### config.mk
export PLATFORM = sky130hd
export DESIGN_NAME = mtl_timing_ctrl
export DESIGN_NICKNAME = d
export VERILOG_FILES = /design/src/rtl/mtl_pkg.sv /design/src/rtl/sync_delay.sv /design/src/rtl/mtl_timing_ctrl.sv
export SDC_FILE = /design/constraint.sdc
export NUM_CORES = 1
export LEC_CHECK = 0
export ABC_AREA = 0
export BUFFER_PORTS_ARGS = -buffer_cell sky130_fd_sc_hd__buf_2
export CAP_MARGIN = 20
export CORE_UTILIZATION = 51
export DETAILED_ROUTE_END_ITERATION = 8
export GPL_ROUTABILITY_DRIVEN = 0
export PLACE_DENSITY = 0.89
export SYNTH_ARGS = -nofsm -noshare
export SYNTH_HDL_FRONTEND = slang
export SYNTH_SLANG_ARGS = --single-unit
export TNS_END_PERCENT = 100
### constraint.sdc
create_clock -name clk -period 3.56 [get_ports clk]
set_input_delay 0.356 -clock clk [delete_from_list [all_inputs] [get_ports clk]]
set_output_delay 0.356 -clock clk [all_outputs]
set_load 0.005 [all_outputs]
### src/rtl/mtl_pkg.sv
// Shared timing constants and pixel types for the MTL panel renderers.
// The timing controller and the menu/game renderers all import this package.
package mtl_pkg;

    localparam int MTL_H_ACTIVE = 800;
    localparam int MTL_H_FP     = 210;
    localparam int MTL_H_SYNC   = 30;
    localparam int MTL_H_BP     = 16;
    localparam int MTL_V_ACTIVE = 480;
    localparam int MTL_V_FP     = 22;
    localparam int MTL_V_SYNC   = 13;
    localparam int MTL_V_BP     = 10;

    localparam int H_TOTAL = MTL_H_ACTIVE + MTL_H_FP + MTL_H_SYNC + MTL_H_BP;
    localparam int V_TOTAL = MTL_V_ACTIVE + MTL_V_FP + MTL_V_SYNC + MTL_V_BP;

    localparam int X_W = 11;
    localparam int Y_W = 10;

    typedef logic [23:0] rgb_t;

    // Sync flags travel together; both syncs are active-low, so idle is 3'b011.
    typedef struct packed {
        logic active;
        logic hsync_n;
        logic vsync_n;
    } sync_t;

    localparam logic [2:0] SYNC_IDLE = 3'b011;

endpackage

### src/rtl/sync_delay.sv
// Fixed-depth shift register that lines the {active, hsync_n, vsync_n} flags
// up with pixel data arriving from the free-running pixel source.
module sync_delay
    import mtl_pkg::*;
#(
    parameter int DEPTH = 1
) (
    input  logic       clk,
    input  logic       reset,
    input  logic [2:0] din,
    output logic [2:0] dout
);

    logic [2:0] stage_q [DEPTH];
    logic [2:0] stage_d [DEPTH];

    always_comb begin
        stage_d[0] = din;
        for (int i = 1; i < DEPTH; i++) begin
            stage_d[i] = stage_q[i-1];
        end
    end

    always_ff @(posedge clk) begin
        if (reset) begin
            for (int i = 0; i < DEPTH; i++) begin
                stage_q[i] <= SYNC_IDLE;
            end
        end else begin
            stage_q <= stage_d;
        end
    end

    assign dout = stage_q[DEPTH-1];

endmodule

### src/rtl/mtl_timing_ctrl.sv
// MTL panel timing generator: free-running h/v counters, sync/active decode,
// and a registered output stage aligned to the externally produced pixel stream.
module mtl_timing_ctrl
    import mtl_pkg::*;
#(
    parameter int H_ACTIVE      = MTL_H_ACTIVE,
    parameter int H_FP          = MTL_H_FP,
    parameter int H_SYNC        = MTL_H_SYNC,
    parameter int H_BP          = MTL_H_BP,
    parameter int V_ACTIVE      = MTL_V_ACTIVE,
    parameter int V_FP          = MTL_V_FP,
    parameter int V_SYNC        = MTL_V_SYNC,
    parameter int V_BP          = MTL_V_BP,
    parameter int PIXEL_LATENCY = 1
) (
    input  logic        clk,
    input  logic        reset,
    input  logic [23:0] pixel_RGB,
    output logic [10:0] x_cnt,
    output logic [9:0]  y_cnt,
    output logic        frame_start,
    output logic [7:0]  lcd_R,
    output logic [7:0]  lcd_G,
    output logic [7:0]  lcd_B,
    output logic        lcd_DE,
    output logic        lcd_HSD,
    output logic        lcd_VSD
);

    localparam int H_TOT = H_ACTIVE + H_FP + H_SYNC + H_BP;
    localparam int V_TOT = V_ACTIVE + V_FP + V_SYNC + V_BP;

    localparam logic [X_W-1:0] H_LAST    = X_W'(H_TOT - 1);
    localparam logic [X_W-1:0] H_ACT_END = X_W'(H_ACTIVE);
    localparam logic [X_W-1:0] HS_BEGIN  = X_W'(H_ACTIVE + H_FP);
    localparam logic [X_W-1:0] HS_END    = X_W'(H_ACTIVE + H_FP + H_SYNC);

    localparam logic [Y_W-1:0] V_LAST    = Y_W'(V_TOT - 1);
    localparam logic [Y_W-1:0] V_ACT_END = Y_W'(V_ACTIVE);
    localparam logic [Y_W-1:0] VS_BEGIN  = Y_W'(V_ACTIVE + V_FP);
    localparam logic [Y_W-1:0] VS_END    = Y_W'(V_ACTIVE + V_FP + V_SYNC);

    logic [X_W-1:0] h_q, h_d;
    logic [Y_W-1:0] v_q, v_d;
    sync_t          raw_sync;
    sync_t          dly_sync;
    logic [2:0]     dly_bits;
    logic           de_q, de_d;
    logic           hsd_q, hsd_d;
    logic           vsd_q, vsd_d;
    rgb_t           rgb_q, rgb_d;

    // The line counter only moves when the pixel counter wraps.
    always_comb begin
        h_d = h_q + 1'b1;
        v_d = v_q;
        if (h_q == H_LAST) begin
            h_d = '0;
            v_d = (v_q == V_LAST) ? '0 : v_q + 1'b1;
        end
    end

    always_ff @(posedge clk) begin
        if (reset) begin
            h_q <= '0;
            v_q <= '0;
        end else begin
            h_q <= h_d;
            v_q <= v_d;
        end
    end

    always_comb begin
        raw_sync.active  = (h_q < H_ACT_END) && (v_q < V_ACT_END);
        raw_sync.hsync_n = !((h_q >= HS_BEGIN) && (h_q < HS_END));
        raw_sync.vsync_n = !((v_q >= VS_BEGIN) && (v_q < VS_END));
    end

    sync_delay #(
        .DEPTH (PIXEL_LATENCY)
    ) u_sync_delay (
        .clk   (clk),
        .reset (reset),
        .din   (raw_sync),
        .dout  (dly_bits)
    );

    assign dly_sync = sync_t'(dly_bits);

    // Colour is blanked outside the visible window so porches and sync stay black.
    always_comb begin
        de_d  = dly_sync.active;
        hsd_d = dly_sync.hsync_n;
        vsd_d = dly_sync.vsync_n;
        rgb_d = dly_sync.active ? pixel_RGB : '0;
    end

    always_ff @(posedge clk) begin
        if (reset) begin
            de_q  <= 1'b0;
            hsd_q <= 1'b1;
            vsd_q <= 1'b1;
            rgb_q <= '0;
        end else begin
            de_q  <= de_d;
            hsd_q <= hsd_d;
            vsd_q <= vsd_d;
            rgb_q <= rgb_d;
        end
    end

    assign x_cnt       = h_q;
    assign y_cnt       = v_q;
    assign frame_start = (h_q == '0) && (v_q == '0);
    assign lcd_R       = rgb_q[23:16];
    assign lcd_G       = rgb_q[15:8];
    assign lcd_B       = rgb_q[7:0];
    assign lcd_DE      = de_q;
    assign lcd_HSD     = hsd_q;
    assign lcd_VSD     = vsd_q;

endmodule

==> metrics.yaml <==
htreeDepth: 2
slew_viol_final: 0
die_w_um: 64.0
internal_power_mw: 0.829
crit_type: "reg -> out"
syn_area_per_cell_um2: 9.95
vias: 1634
port_buffers: 74
clock_path_buffers: 2
drtIter0Drc: 55
viasPerCell: 5.07
die_y_um: 64.0
worstMarginPinSlew_ns: 0.399
setup_tns_ns: 0
power_density_nw_per_um2: 426
grtUsageMet1_pct: 22.6
cts_sinks: 51
drive_gt1_share_pct: 33.9
dp_slack_ns: 1.70
swShare_pct: 21.3
dieArea_um2: 4100
worst_ep_arrival_time_ns: 1.60
outcome: "completed"
cts_setup_buffers: 0
initial_core_util_pct: 53.6
p_total_mw: 1.05
cts_tree: "yes"
antenna_found_initial: 0
dp_cells: 313
diodes: 0
critPathCaptureType: "primary output"
period_needed_ns: 1.96
top_usage_layer: "met2"
crit_required_ns: 3.20
gr-usage-met2_pct: 33.8
cts_buffers: 5
clk_latency_ns: 0.31
holdBufCountCts: 0
p_comb_share_pct: 5.6
hold_viol: 0
synth-seq-area-share_pct: 52.1
clock_skew_ns: 0.00712
total_leakage_power_nw: 1.12
postCtsResizedCells: 0
cap_violations: 0
syn_inst: 197
start_kind: "flip-flop"
path_clk_slew_ns: 0.10
synth_seq_cells: 51
overflow: 0
drc: 0
totalWireLength_mm: 3.97
pin_count: 75
ctsRootBufferMaster: "clkbuf_8"
syn2layout_area_growth_pct: 26.2
antenna_left: 0
grtUsageMet3_pct: 5.54
grt_pass1_vias: 1384
grt_pass1_wl_mm: 6.17
rows: 22
syn-num-nets: 227
critical_path.max_fanout: 6
synth.distinct_cells: 40
fin_crit_sh_pct: 55.0
postPlaceCellArea_um2: 2350
reg2reg_slack_ns: 1.70
hp-class: "in -> reg"
post-route-util_pct: 67.6
wl_per_cell_um: 12.3
core_area_um2: 3660
final_cell_area_um2: 2470
fin_ws_ns: 1.60
max_slew_margin_pct: 73.3
holdWs_ns: 0.240
grt_max_degree: 26
yosysWarnings: 0
rsz0062_at_grt: "false"
crit-reg2reg-launch: "x_cnt[0]"
power_switching_mw: 0.225
ir_worst_vdd_uv: 250
pwr-share-seq_pct: 56.2
min_from: "pixel_RGB[7]"
grt_usage_pct: 19.7
fin_cells: 322
crit_start: "x_cnt[0]"
power_frac_clock_pct: 38.2
netlist_area_um2: 1960
hpwl_mm: 2.94
nets: 303
fill_cells: 285
drt_first_pass_iters: 4
clock.fmax_ghz: 0.511
setup_viol: 0
worst paths after layout:
check,cells past startpoint,to
max,6,frame_start
min,2,rgb_q[7]
max reg2reg,5,y_cnt[5]
min reg2reg,1,lcd_VSD
critical path, stage by stage (launching register included):
cell and delay, ns:
dfxtp_1 0.37, inv_1 0.08, ha_1 0.14, nor4b_1 0.25, nand2_1 0.09, nor3_1 0.23, buf_2 0.16
routing by layer:
metal  part of all wire [%]  routed length, µm  vias up
met5                      0                  0        -
met4                    1.6                 63        0
met3                    6.6                261        9
met2                     49               1960       55
met1                     42               1680      748
li1                       -                  -      822
synth_stat cells:
| master | count | area (µm²) |
|---|---|---|
| dfxtp_1 | 51 | 1020 |
| and2_1 | 25 | 156 |
| nor2_1 | 20 | 75.1 |
| inv_1 | 8 | 30.0 |
| nand2_1 | 8 | 30.0 |
| nor3_1 | 8 | 40.0 |
| nand3_1 | 7 | 35.0 |
| xnor2_1 | 7 | 61.3 |
| a21oi_1 | 5 | 25.0 |
| nand4_1 | 5 | 31.3 |
| clkbuf_1 | 4 | 15.0 |
| ha_1 | 4 | 50.1 |
| or2_2 | 4 | 25.0 |
| xor2_1 | 4 | 35.0 |
| mux2i_1 | 3 | 30.0 |
| nor4_1 | 3 | 18.8 |
| o21ai_0 | 3 | 15.0 |
| a31oi_1 | 2 | 12.5 |
| and4_2 | 2 | 20.0 |
| nor4b_1 | 2 | 17.5 |
| o21bai_1 | 2 | 15.0 |
| or3_1 | 2 | 12.5 |
| a21boi_0 | 1 | 7.51 |
| and3_1 | 1 | 6.26 |
| and4_1 | 1 | 8.76 |
| and4_4 | 1 | 11.3 |
| buf_6 | 1 | 11.3 |
| clkbuf_8 | 1 | 13.8 |
| nand2b_1 | 1 | 6.26 |
| nand3b_1 | 1 | 7.51 |
| nand4_4 | 1 | 21.3 |
| nor2b_1 | 1 | 6.26 |
| nor3_4 | 1 | 16.3 |
| nor3b_4 | 1 | 18.8 |
| o211a_1 | 1 | 10.0 |
| o311a_1 | 1 | 10.0 |
| o31ai_1 | 1 | 7.51 |
| o32ai_1 | 1 | 8.76 |
| or4_1 | 1 | 7.51 |
| or4b_1 | 1 | 10.0 |
placed cells by master, fill, tap and decap left out, types with 2 or more instances in the layout:
cell	instances
nand3_1	7
inv_1	8
dfxtp_1	51
xnor2_1	7
o21bai_1	2
nand2_1	8
clkbuf_8	5
nand4_1	5
xor2_1	4
or3_1	2
nor2_1	20
nor4_1	3
o21ai_0	3
mux2i_1	3
and2_1	25
a31oi_1	2
nor4b_1	2
ha_1	4
a21oi_1	5
buf_2	74
nor3_1	8
or2_2	4
and4_2	2
layout make-up:
class	instances	area, µm²	share of cell area (%)
flip-flops and latches	51	1020	41.3
multi-input cells	132	870	35.2
repair buffers	75	378	15.3
clock buffers	5	68.8	2.78
well taps	48	60.1	2.43
clock inverters	3	46.3	1.87
inverters	8	30.0	1.21
registers in the layout, summed over array words and instances, names as in the netlist:
register and cells:
lcd_DE 1, lcd_HSD 1, lcd_VSD 1, rgb_q 24
u_sync_delay.dout 3, x_cnt 11, y_cnt 10
power groups by stage:
stage | sequential (mW) | clock (mW) | combinational, mW
after floorplan | 0.606 | 0 | 0.0263
after global placement | 0.605 | 0 | 0.0569
after detailed placement | 0.606 | 0 | 0.0579
after CTS | 0.593 | 0.411 | 0.0583
after global routing | 0.595 | 0.430 | 0.0657
final | 0.593 | 0.403 | 0.0586
cells by family after synthesis:
kind of cell / after synthesis / synth area share, %
mux: 3 / 1.53
buf+inv: 14 / 3.57
xor+xnor: 11 / 4.91
simple gates: 97 / 29.7
compound gates: 17 / 5.68
fa+ha+maj: 4 / 2.55
flops: 51 / 52.1
Power figures use the tool's default switching activity.
